===== config.mk =====
export PLATFORM = sky130hd
export DESIGN_NAME = branch_resolve_unit_flat
export DESIGN_NICKNAME = d
export VERILOG_FILES = /design/src/rtl/mips_pkg.sv /design/src/rtl/branch_resolve_unit_if.sv /design/src/rtl/sat_counter.sv /design/src/rtl/branch_resolve_unit.sv /design/src/flat_wrapper.sv
export SDC_FILE = /design/constraint.sdc
export NUM_CORES = 1
export LEC_CHECK = 0
export BUFFER_PORTS_ARGS = -buffer_cell sky130_fd_sc_hd__buf_4
export CAP_MARGIN = 20
export CORE_MARGIN = 2
export CORE_UTILIZATION = 55
export CTS_BUF_LIST = sky130_fd_sc_hd__clkbuf_8
export DETAILED_ROUTE_END_ITERATION = 10
export PLACE_DENSITY = 0.94
export SYNTH_ARGS = -nofsm -noshare
export SYNTH_HDL_FRONTEND = slang
export SYNTH_SLANG_ARGS = --single-unit

===== constraint.sdc =====
create_clock -name clk -period 11.3 [get_ports clk]
set_input_delay 3.39 -clock clk [delete_from_list [all_inputs] [get_ports clk]]
set_output_delay 3.39 -clock clk [all_outputs]
set_load 0.02 [all_outputs]

===== src/rtl/mips_pkg.sv =====
// Shared definitions for the MIPS core: branch-unit state encoding and
// control-flow target arithmetic.
package mips_pkg;

  typedef enum logic [1:0] {
    IDLE  = 2'd0,
    WAIT  = 2'd1,
    FLUSH = 2'd2
  } br_state_t;

  localparam logic [31:0] PC_INC = 32'd4;

  // Conditional-branch target: offset is in words, sign-extended.
  function automatic logic [31:0] br_target(input logic [31:0] pc, input logic [15:0] imm);
    logic [31:0] off;
    off = {{14{imm[15]}}, imm, 2'b00};
    return pc + PC_INC + off;
  endfunction

  function automatic logic [31:0] j_target(input logic [31:0] pc, input logic [25:0] jidx);
    logic [31:0] seq;
    seq = pc + PC_INC;
    return {seq[31:28], jidx, 2'b00};
  endfunction

endpackage


===== src/rtl/branch_resolve_unit_if.sv =====
// EX-stage control-flow inputs and IF redirect / pipeline-control outputs
// of the branch resolution unit.
interface branch_resolve_unit_if #(
  parameter int CNT_W = 16
);
  logic             ex_valid;
  logic             ex_is_beq;
  logic             ex_is_bne;
  logic             ex_is_j;
  logic [31:0]      ex_pc;
  logic [15:0]      ex_imm;
  logic [25:0]      ex_jidx;
  logic [31:0]      rs_val;
  logic [31:0]      rt_val;
  logic             operand_ready;
  logic             branch;
  logic             branch_taken;
  logic [31:0]      target_address;
  logic             flush_if_id;
  logic             flush_id_ex;
  logic             stall_ex;
  logic [CNT_W-1:0] branch_count;
  logic [CNT_W-1:0] taken_count;

  // Producer of the redirect (the branch resolution unit itself).
  modport master (
    input  ex_valid, ex_is_beq, ex_is_bne, ex_is_j, ex_pc, ex_imm, ex_jidx,
    input  rs_val, rt_val, operand_ready,
    output branch, branch_taken, target_address, flush_if_id, flush_id_ex,
    output stall_ex, branch_count, taken_count
  );

  // EX stage / instruction fetch side.
  modport slave (
    output ex_valid, ex_is_beq, ex_is_bne, ex_is_j, ex_pc, ex_imm, ex_jidx,
    output rs_val, rt_val, operand_ready,
    input  branch, branch_taken, target_address, flush_if_id, flush_id_ex,
    input  stall_ex, branch_count, taken_count
  );
endinterface


===== src/rtl/sat_counter.sv =====
// Saturating up-counter with synchronous clear; holds at all-ones.
module sat_counter #(
  parameter int W = 16
) (
  input  logic         clk,
  input  logic         inc,
  input  logic         clr,
  output logic [W-1:0] q
);

  // Count register: clear wins, then increment unless saturated.
  always_ff @(posedge clk) begin
    if (clr) begin
      q <= '0;
    end else if (inc && (q != {W{1'b1}})) begin
      q <= q + W'(1);
    end else begin
      q <= q;
    end
  end

endmodule


===== src/rtl/branch_resolve_unit.sv =====
// EX-stage branch resolution: resolves BEQ/BNE/J, issues the registered IF
// redirect, squashes the wrong path and stalls EX on outstanding operands.
module branch_resolve_unit
  import mips_pkg::*;
#(
  parameter int FLUSH_CYCLES = 2,
  parameter int CNT_W        = 16
) (
  input logic                   clk,
  input logic                   rst,
  branch_resolve_unit_if.master bus
);

  localparam logic [1:0] FLUSH_LOAD = 2'(FLUSH_CYCLES);

  br_state_t   state_r;
  br_state_t   state_next_s;
  logic [1:0]  fcnt_r;
  logic [1:0]  fcnt_next_s;
  logic        cf_s;
  logic        resolve_s;
  logic        stall_s;
  logic        taken_s;
  logic [31:0] target_s;
  logic        branch_r;
  logic        taken_r;
  logic [31:0] target_r;
  logic        flush_r;

  assign cf_s = bus.ex_valid & (bus.ex_is_beq | bus.ex_is_bne | bus.ex_is_j);

  // Direction and redirect target of the instruction currently in EX.
  always_comb begin
    taken_s  = 1'b0;
    target_s = bus.ex_pc + PC_INC;
    if (bus.ex_is_j) begin
      taken_s  = 1'b1;
      target_s = j_target(bus.ex_pc, bus.ex_jidx);
    end else if (bus.ex_is_beq || bus.ex_is_bne) begin
      taken_s  = bus.ex_is_beq ? (bus.rs_val == bus.rt_val) : (bus.rs_val != bus.rt_val);
      target_s = taken_s ? br_target(bus.ex_pc, bus.ex_imm) : bus.ex_pc + PC_INC;
    end else begin
      taken_s  = 1'b0;
      target_s = bus.ex_pc + PC_INC;
    end
  end

  // Next state, flush countdown, resolve strobe and EX stall.
  always_comb begin
    state_next_s = state_r;
    fcnt_next_s  = fcnt_r;
    resolve_s    = 1'b0;
    stall_s      = 1'b0;
    case (state_r)
      IDLE, WAIT: begin
        if (!cf_s) begin
          state_next_s = IDLE;
        end else if (bus.ex_is_j || bus.operand_ready) begin
          resolve_s = 1'b1;
          if (taken_s) begin
            state_next_s = FLUSH;
            fcnt_next_s  = FLUSH_LOAD;
          end else begin
            state_next_s = IDLE;
          end
        end else begin
          // EX is frozen, so the held inputs are resolved once ready rises.
          state_next_s = WAIT;
          stall_s      = 1'b1;
        end
      end
      FLUSH: begin
        if (fcnt_r <= 2'd1) begin
          state_next_s = IDLE;
          fcnt_next_s  = 2'd0;
        end else begin
          state_next_s = FLUSH;
          fcnt_next_s  = fcnt_r - 2'd1;
        end
      end
      default: begin
        state_next_s = IDLE;
        fcnt_next_s  = 2'd0;
      end
    endcase
  end

  // State and registered redirect / flush outputs.
  always_ff @(posedge clk) begin
    if (rst) begin
      state_r  <= IDLE;
      fcnt_r   <= 2'd0;
      branch_r <= 1'b0;
      taken_r  <= 1'b0;
      target_r <= 32'd0;
      flush_r  <= 1'b0;
    end else begin
      state_r  <= state_next_s;
      fcnt_r   <= fcnt_next_s;
      branch_r <= resolve_s;
      taken_r  <= resolve_s & taken_s;
      target_r <= resolve_s ? target_s : target_r;
      flush_r  <= (state_next_s == FLUSH);
    end
  end

  sat_counter #(.W(CNT_W)) u_branch_cnt (
    .clk (clk),
    .inc (resolve_s),
    .clr (rst),
    .q   (bus.branch_count)
  );

  sat_counter #(.W(CNT_W)) u_taken_cnt (
    .clk (clk),
    .inc (resolve_s & taken_s),
    .clr (rst),
    .q   (bus.taken_count)
  );

  assign bus.branch         = branch_r;
  assign bus.branch_taken   = taken_r;
  assign bus.target_address = target_r;
  assign bus.flush_if_id    = flush_r;
  assign bus.flush_id_ex    = flush_r;
  assign bus.stall_ex       = stall_s;

endmodule


===== src/flat_wrapper.sv =====
// flat-port wrapper written by rule: the top's interface ports become plain ports
module branch_resolve_unit_flat import mips_pkg::*;
#(
  parameter int FLUSH_CYCLES = 2,
  parameter int CNT_W        = 16
)
  (clk, rst, bus_ex_valid, bus_ex_is_beq, bus_ex_is_bne, bus_ex_is_j, bus_ex_pc, bus_ex_imm, bus_ex_jidx, bus_rs_val, bus_rt_val, bus_operand_ready, bus_branch, bus_branch_taken, bus_target_address, bus_flush_if_id, bus_flush_id_ex, bus_stall_ex, bus_branch_count, bus_taken_count);
  branch_resolve_unit_if #(.CNT_W(CNT_W)) bus_i ();
  input logic clk;
  input logic rst;
  input wire logic [$bits(bus_i.ex_valid)-1:0] bus_ex_valid;
  input wire logic [$bits(bus_i.ex_is_beq)-1:0] bus_ex_is_beq;
  input wire logic [$bits(bus_i.ex_is_bne)-1:0] bus_ex_is_bne;
  input wire logic [$bits(bus_i.ex_is_j)-1:0] bus_ex_is_j;
  input wire logic [$bits(bus_i.ex_pc)-1:0] bus_ex_pc;
  input wire logic [$bits(bus_i.ex_imm)-1:0] bus_ex_imm;
  input wire logic [$bits(bus_i.ex_jidx)-1:0] bus_ex_jidx;
  input wire logic [$bits(bus_i.rs_val)-1:0] bus_rs_val;
  input wire logic [$bits(bus_i.rt_val)-1:0] bus_rt_val;
  input wire logic [$bits(bus_i.operand_ready)-1:0] bus_operand_ready;
  output wire logic [$bits(bus_i.branch)-1:0] bus_branch;
  output wire logic [$bits(bus_i.branch_taken)-1:0] bus_branch_taken;
  output wire logic [$bits(bus_i.target_address)-1:0] bus_target_address;
  output wire logic [$bits(bus_i.flush_if_id)-1:0] bus_flush_if_id;
  output wire logic [$bits(bus_i.flush_id_ex)-1:0] bus_flush_id_ex;
  output wire logic [$bits(bus_i.stall_ex)-1:0] bus_stall_ex;
  output wire logic [$bits(bus_i.branch_count)-1:0] bus_branch_count;
  output wire logic [$bits(bus_i.taken_count)-1:0] bus_taken_count;
  assign bus_i.ex_valid = bus_ex_valid;
  assign bus_i.ex_is_beq = bus_ex_is_beq;
  assign bus_i.ex_is_bne = bus_ex_is_bne;
  assign bus_i.ex_is_j = bus_ex_is_j;
  assign bus_i.ex_pc = bus_ex_pc;
  assign bus_i.ex_imm = bus_ex_imm;
  assign bus_i.ex_jidx = bus_ex_jidx;
  assign bus_i.rs_val = bus_rs_val;
  assign bus_i.rt_val = bus_rt_val;
  assign bus_i.operand_ready = bus_operand_ready;
  assign bus_branch = bus_i.branch;
  assign bus_branch_taken = bus_i.branch_taken;
  assign bus_target_address = bus_i.target_address;
  assign bus_flush_if_id = bus_i.flush_if_id;
  assign bus_flush_id_ex = bus_i.flush_id_ex;
  assign bus_stall_ex = bus_i.stall_ex;
  assign bus_branch_count = bus_i.branch_count;
  assign bus_taken_count = bus_i.taken_count;
  branch_resolve_unit #(.FLUSH_CYCLES(FLUSH_CYCLES), .CNT_W(CNT_W)) u_core (.clk(clk), .rst(rst), .bus(bus_i));
endmodule

======== Word-level counts from Yosys, hierarchy flattened ========
Index checks and enable logic that the tools add are counted.
storage, ports and cells
  bits in latches ......................... 0
  register bits after elaboration ......... 71
  memory bits (read-only) ................. 0
  memories kept ........................... 0
  memory bits (writable) .................. 0
operators by class
  add/subtract/negate cells ............... 5
  order comparisons ....................... 1
  mux-type cells .......................... 22
  eq/ne operators ......................... 10
  reduce and logical (&&, ||, !) cells .... 7
  shift-type cells ........................ 0
  divide/modulo/power cells ............... 0
  bitwise logic cells ..................... 4
  $mul .................................... 0
operator list
  operator                                               count
  2-to-1 mux 32 bit                                      3
  adder 16 x 1 -> 16 bit, second input constant          2
  adder 32 x 3 -> 32 bit, second input constant          1
  adder 32 bit                                           1
  equality test 32 bit                                   1
  inequality test 16 bit, second input constant          2
  inequality test 32 bit                                 1
  2-to-1 mux 2 bit                                       8
  2-to-1 mux 1 bit                                       9
  one-hot mux 2 bit (2 select lines)                     2
  inequality test 2 x 1 -> 1 bit, second input constant  3
  equality test 2 bit, second input constant             2
  AND reduction 3 bit                                    1
  bitwise AND 1 bit                                      2
  equality test 2 x 1 -> 1 bit, second input constant    1
  <= comparator 2 x 1 -> 1 bit, second input constant    1
  logical AND 1 bit                                      2
  zero test 2 bit                                        1
  logical OR 1 bit                                       2
  OR 1 bit                                               2
  OR reduction 2 bit                                     1
  subtractor 2 x 1 -> 2 bit, second input constant       1

======== Logic depth before layout (Yosys ltp) ========
Gate-level depths: netlist of run 1.
  word-level depth ........................ 9
  depth in mapped cells ................... 16
  depth with buffers taken out ............ 14

======== Hierarchy ========
Synthesis of run 1 repeated with hierarchy kept, for this count alone.
unflattened totals
  cells, all modules ...................... 783
  area total of the unflattened synthesis .. 6,157.2 um2
by module, submodules not included
  module               area an instance (um2)  cells each  times used
  branch_resolve_unit  4,460.5                 585         1
  sat_counter          848.3                   99          2

======== Least setup slack after synthesis of run 1 ========
Ideal clock, no wire load.
  path kind ............................... input to output
  start point ............................. input port bus_ex_is_bne
  end point ............................... output port bus_stall_ex
  data required time ...................... 7.910 ns
  arrival ................................. 4.178 ns
  slack ................................... 3.732 ns
  stages on the path ...................... 3
  path buffers ............................ 0
  path through ............................ or2_2 nand2_1 nor3_1
between the ends
  word-level cells in the longest chain between the ends .. 5
ends and longest elaborated chain
  element                 RTL line                   RTL
  start: declaration      flat_wrapper.sv:13         input wire logic [$bits(bus_i.ex_is_bne)-1:0] bus_ex_is_bne;
  OR 1 bit (2 in series)  branch_resolve_unit.sv:30  assign cf_s = bus.ex_valid & (bus.ex_is_beq | bus.ex_is_bne | bus.ex_is_j);
  bitwise AND 1 bit       branch_resolve_unit.sv:30
  2-to-1 mux 1 bit        branch_resolve_unit.sv:56  if (!cf_s) begin
  2-to-1 mux 1 bit        branch_resolve_unit.sv:54  case (state_r)
  end: declaration        flat_wrapper.sv:26         output wire logic [$bits(bus_i.stall_ex)-1:0] bus_stall_ex;
Every way passes these cells.

======== Final worst setup path of run 1 ========
  start point ............................. input port bus_ex_is_j
  end point ............................... output port bus_stall_ex
between the ends
  word-level cells in the longest chain between the ends .. 4
  elaborated cells on any way between the ends .. 6
  those cells by class .................... mux (3); bitwise (2); reduce/logical (1)
ends and longest elaborated chain
  element                                                RTL line                                              RTL
  start: declaration                                     flat_wrapper.sv:14                                    input wire logic [$bits(bus_i.ex_is_j)-1:0] bus_ex_is_j;
  OR 1 bit or logical OR 1 bit (tied branches)           branch_resolve_unit.sv:30, branch_resolve_unit.sv:58
  bitwise AND 1 bit or 2-to-1 mux 1 bit (tied branches)  branch_resolve_unit.sv:30, branch_resolve_unit.sv:58
  2-to-1 mux 1 bit (*)                                   branch_resolve_unit.sv:56
  2-to-1 mux 1 bit (*)                                   branch_resolve_unit.sv:54
Every way passes the cells marked *; elsewhere a longest branch is shown, timed or not.

==> results.cfg, run 1 <==
[final_layout]
seqCellArea_um2 = 1420
utilization = 0.753
multi_input_area_um2 = 4310
fillers = 832
areaGrowthSynthToFinish_pct = 31.9
drive_gt1_frac = 0.270
fin_nets = 1124
instances_no_fill = 1080
diodes = 0

[worst_setup_path]
r2r_slack_ns = 8.67
reg2regPathDepth = 6
path_depth = 5
cp.arrival_ns = 4.69
critPathCapture = bus_stall_ex
reg2reg_to = u_core.u_taken_cnt.q[6]
cp-startpoint = bus_ex_is_j
crit_path_max_incr_delay_ns = 0.37
worstSetupPathType = primary input to primary output
r2r-start = u_core.state_r[1]
cpMostUsedCell = buf_4
crit_chain = buf_4 > clkinv_1 > nand2_1 > nor3_1 > buf_4
cp_top_family = buffers and inverters
startpoint_type = primary input
critPathRequiredTime_ns = 7.91
cp_max_fo = 32
crit_path_end_kind = primary output
critPathBufInv = 3
crit_slowest_cell = clkinv_1

[clock_tree]
postCtsSetupBuffers = 0
insertion_delay_ns = 0.35
clockBufferDepth = 2
htreeDepth = 3
clkSinkCount = 71
cts_tree = built
holdBufCountCts = 0
clkSlewWorstSetupHoldPaths_ns = 0.08
post_cts_resized = 0
cts-root-buf = clkbuf_8
cts_buffers = 9

[route]
via_count = 6611
dr.max_layer_used = met4
wl_met3_um = 1640
drt_iter0_markers = 486
final_antenna_net_count = 0
dr_wl_met2_um = 9290
wl_per_cell_um = 17.5
dr.pass1.iters = 5
drcViolationCount = 0
viasPerCell = 6.12
drt_wl_total_um = 18900
met1Wirelength_um = 7120

[yosys]
synth.top_cells.by_area = dfxtp_1, xor2_1, ha_1, xnor2_1, a21oi_1
synth.top_cell.area_share = 0.240
netlist_instances = 744
synthFlopType = dfxtp_1
ys_types = 76
yosys.area.top_type = dfxtp_1
ys_ff_latch = 71
syn-num-nets = 929
synth_edf_count = 0
synth-seq-area-share = 0.240
syn_avg_cell_area_um2 = 7.95
synth_common_cells = dfxtp_1, nand2_1, a21oi_1
async_flop_share = 0
synth_warnings = 0
syn-cell-area_um2 = 5920
yosysMostFrequentCell = dfxtp_1

[placement]
gp_congestion = 0.965
numPortBuffers = 213
dp_hpwl_um = 14700
place_inst = 1064

[pwr]
p_leak_nw = 3.41
powerDensity_nw_per_um2 = 98.6
finalPower_uw = 769
peakVddDrop_v = 0.0000616

[min_path]
hold_class = flip-flop to flip-flop

[global_route]
grt_pass1_vias = 6152
grt_antenna_before_repair = 0
grt_util_all_layers = 0.320
grt_overflow = 0
grt_max_degree = 52
grt_pass1_wl_um = 29500

[sta]
post-route-period-util = 0.715
slew_headroom = 0.453
hold_ws_ns = 0.456
rsz0062_at_grt = no
hold_viol = 0
fin_setup_tns_ns = 0
finalMaxSlewViolations = 0
min_period_ns = 8.08
fmax_mhz = 124
skew_ns = 0.00986
finalSetupViolations = 0
worst_pin_slew_ns = 0.816

[die]
die_area_um2 = 11600
dieHeight_um = 108
start_util = 0.571
die_w_um = 108
core_um2 = 10400
fp-row-count = 37
io_pins = 214

[status]
outcome = complete, no violations

[run]
max-cap-violations = 0
## power breakdown
group          switching [mW]  total, mW  internal (mW)
clock network           0.111      0.239          0.127
logic                   0.144      0.261          0.117
registers             0.00724      0.270          0.262
## placed cells by master (no fill, tap or decap), types with 34 or more instances in the layout
cell type | netlist | routed
dfxtp_1 | 71 | 71
a21oi_1 | 62 | 61
nand3_1 | 34 | 34
xnor2_1 | 42 | 42
o21ai_0 | 36 | 36
nand2_1 | 67 | 67
nor2_1 | 60 | 60
ha_1 | 39 | 39
xor2_1 | 59 | 59
buf_4 | 1 | 215
## worst reg2reg max path, delay by kind of cell, from the launching register on
family                 cells  cell delay (ns)
buffers and inverters      1             0.36
flip-flops                 1             0.34
AND/OR/NAND/NOR            3             1.05
multiplexers               1             0.29
AO/OA/AOI/OAI              1             0.51
## kinds of logic (layout without fill, tap and decap cells)
group / after synthesis / count (layout) / synth area share
compound gates: 196 / 196 / 0.225
xor+xnor: 101 / 101 / 0.150
fa+ha+maj: 40 / 40 / 0.0859
buf+inv: 48 / 248 / 0.0340
flops: 71 / 71 / 0.240
mux: 17 / 17 / 0.0311
simple gates: 271 / 271 / 0.235
## worst min path at each step
stage | startpoint | endpoint | slack (ns) | cells after the start
2_1_floorplan | u_core.fcnt_r[1] | u_core.fcnt_r[1] | 0.46 | 1
3_3_place_gp | u_core.bus.target_address[1] | u_core.bus.target_address[1] | 0.44 | 2
3_5_place_dp | u_core.bus.target_address[0] | u_core.bus.target_address[0] | 0.45 | 2
4_1_cts | u_core.bus.target_address[0] | u_core.bus.target_address[0] | 0.46 | 2
5_1_grt | u_core.bus.target_address[0] | u_core.bus.target_address[0] | 0.49 | 2
6_report | u_core.bus.target_address[0] | u_core.bus.target_address[0] | 0.46 | 2
## layout make-up
| type | instances | area share |
|---|---|---|
| inverter | 17 | 0.00818 |
| timing repair buffer | 215 | 0.207 |
| multi-input combinational | 625 | 0.552 |
| tap | 136 | 0.0218 |
| clock inverter | 7 | 0.0135 |
| clock buffer | 9 | 0.0159 |
| sequential | 71 | 0.182 |
## stage by stage
stage | setup WS (ns) | instance area (um^2)
after floorplan | 3.73 | 5920
after global placement | 3.33 | 7570
after detailed placement | 3.25 | 7570
after CTS | 3.26 | 7800
after global routing | 3.18 | 7800
final | 3.22 | 7800
## routing by layer
metal / vias to the layer above / GRT usage
met1: 3018 / 0.375
met3: 77 / 0.0496
met2: 387 / 0.567
met5: - / 0
li1: 3129 / -
met4: 0 / 0.150
## state kept, by name (all words and copies together) (netlist names)
| signal | cells |
|---|---|
| u_core.bus.flush_id_ex | 1 |
| u_core.bus.branch_taken | 1 |
| u_core.bus.branch | 1 |
| u_core.state_r | 2 |
| u_core.bus.target_address | 32 |
| u_core.fcnt_r | 2 |
| u_core.u_taken_cnt.q | 16 |
| u_core.u_branch_cnt.q | 16 |
(Power assumes the default switching activity.)
==> inputs of run 2 (changes only) <==
CORE_UTILIZATION = 52   (was 55)
PLACE_DENSITY = 0.9   (was 0.94)
clock period = 8.25 ns   (was 11.3 ns; I/O delays follow)
==> run 2 against run 1 <==
Compared with the run above:
- utilization down 4.1 points
- non-clock buffer count unchanged
- register-to-register slack worse by 3.0 ns
- power up 37%
- count of clock-buffer cells in the layout unchanged
- critical path depth unchanged
- global-route usage down 3.1 points
- sequential share of layout area about the same
- critical path type unchanged
- clock power up 37%
- sequential power up 37%
- clock skew down 0.0034 ns
- hold slack better by 0.0024 ns
==> results.cfg, run 2 (same netlist as run 1, synthesis figures left out) <==
[final_layout]
largest_reg_flops = 32
fin_nets = 1124
drive_gt1_frac = 0.270
fillers = 878
diodes = 0
areaGrowthSynthToFinish_pct = 32.0
final_common_cell = buf_4
fin_area_um2 = 7810
final_cell_mix = buf_4, dfxtp_1, nand2_1

[sta]
worst_pin_slew_ns = 0.871
min_period_ns = 6.22
hold_viol = 0
finalWorstSetupSlack_ns = 2.03
slew_headroom = 0.415
finalSetupViolations = 0
rsz0062_at_grt = no
hold_ws_ns = 0.458
post-route-period-util = 0.754
fmax_mhz = 161
finalMaxSlewViolations = 0
fin_setup_tns_ns = 0
skew_ns = 0.00642

[route]
viasPerCell = 5.96
dr.pass1.iters = 5
drcViolationCount = 0
wl_per_cell_um = 17.2
drt_iter0_markers = 546
final_antenna_net_count = 0
via_count = 6458
drt_wl_total_um = 18600

[worst_setup_path]
cp-startpoint = bus_ex_is_j
critPathRequiredTime_ns = 5.78
cp_max_fo = 32
startpoint_type = primary input
reg2reg_to = u_core.u_taken_cnt.q[6]
cp.arrival_ns = 3.74
crit_path_end_kind = primary output
r2r_slack_ns = 5.69
r2r-start = u_core.u_taken_cnt.q[3]
reg2regPathDepth = 8
worstSetupPathType = primary input to primary output

[clock_tree]
holdBufCountCts = 0
insertion_delay_ns = 0.35
postCtsSetupBuffers = 0
post_cts_resized = 0
cts_tree = built
clockBufferDepth = 2
clkSlewWorstSetupHoldPaths_ns = 0.09
clkSinkCount = 71
cts_buffers = 9
cts-root-buf = clkbuf_8
htreeDepth = 3

[pwr]
p_leak_nw = 3.42
peakVddDrop_v = 0.0000824
powerDensity_nw_per_um2 = 135

[run]
max-cap-violations = 0

[placement]
dp_hpwl_um = 14600
place_area_um2 = 7580
pre_cts_slack_ns = 2.07
gp_congestion = 0.984
numPortBuffers = 213

[die]
fp-row-count = 38
start_util = 0.539
die_area_um2 = 12200
dieHeight_um = 111
io_pins = 214
core_um2 = 11000
die_w_um = 111

[global_route]
grt_antenna_before_repair = 0
grt_max_degree = 52
grt_overflow = 0
grt_pass1_vias = 6099
grt_util_all_layers = 0.289
grt_pass1_wl_um = 29300

[min_path]
min_to = u_core.bus.target_address[0]
hold_class = flip-flop to flip-flop
hold_path_depth = 2
min_from = u_core.bus.target_address[0]

[status]
outcome = complete, no violations
run 2: worst max path at each step:
stage	endpoint	cells past startpoint
final	bus_stall_ex	5
after global routing	bus_stall_ex	5
after CTS	bus_stall_ex	5
after detailed placement	bus_stall_ex	5
after global placement	bus_stall_ex	5
after floorplan	bus_stall_ex	3
run 2: final cells by class:
class / count / area [um^2] / share of cell area
Timing Repair Buffer: 215 / 1610 / 0.207
Multi-Input combinational cell: 625 / 4310 / 0.551
Sequential cell: 71 / 1420 / 0.182
Clock buffer: 9 / 124 / 0.0159
Clock inverter: 7 / 106 / 0.0136
Tap cell: 140 / 175 / 0.0224
Inverter: 17 / 63.8 / 0.00817
run 2: metrics by stage:
step	power, mW	cells	utilization
floorplan	0.588	744	-
CTS	1.05	1084	0.711
finish	1.05	1084	0.711
global placement	0.722	1068	0.690
global route	1.10	1084	0.711
detailed placement	0.728	1068	0.690
run 2: power by group:
group          total (mW)  leakage (nW)  internal [mW]  switching, mW
clock               0.327         0.115          0.174          0.152
combinational       0.357          2.72          0.160          0.196
sequential          0.369         0.580          0.359         0.0100
total                1.05          3.42          0.694          0.359
run 2: per-layer routing:
layer,vias to the layer above,part of all wire,global-route usage
met2,316,0.49,0.504
met5,-,0,0
li1,3136,-,-
met1,2962,0.40,0.346
met3,44,0.081,0.0612
met4,0,0.032,0.114
run 2: critical path, stage by stage:
cell and delay [ns]:
buf_4 0.34, clkinv_1 0.37, nand2_1 0.30, nor3_1 0.08, buf_4 0.17
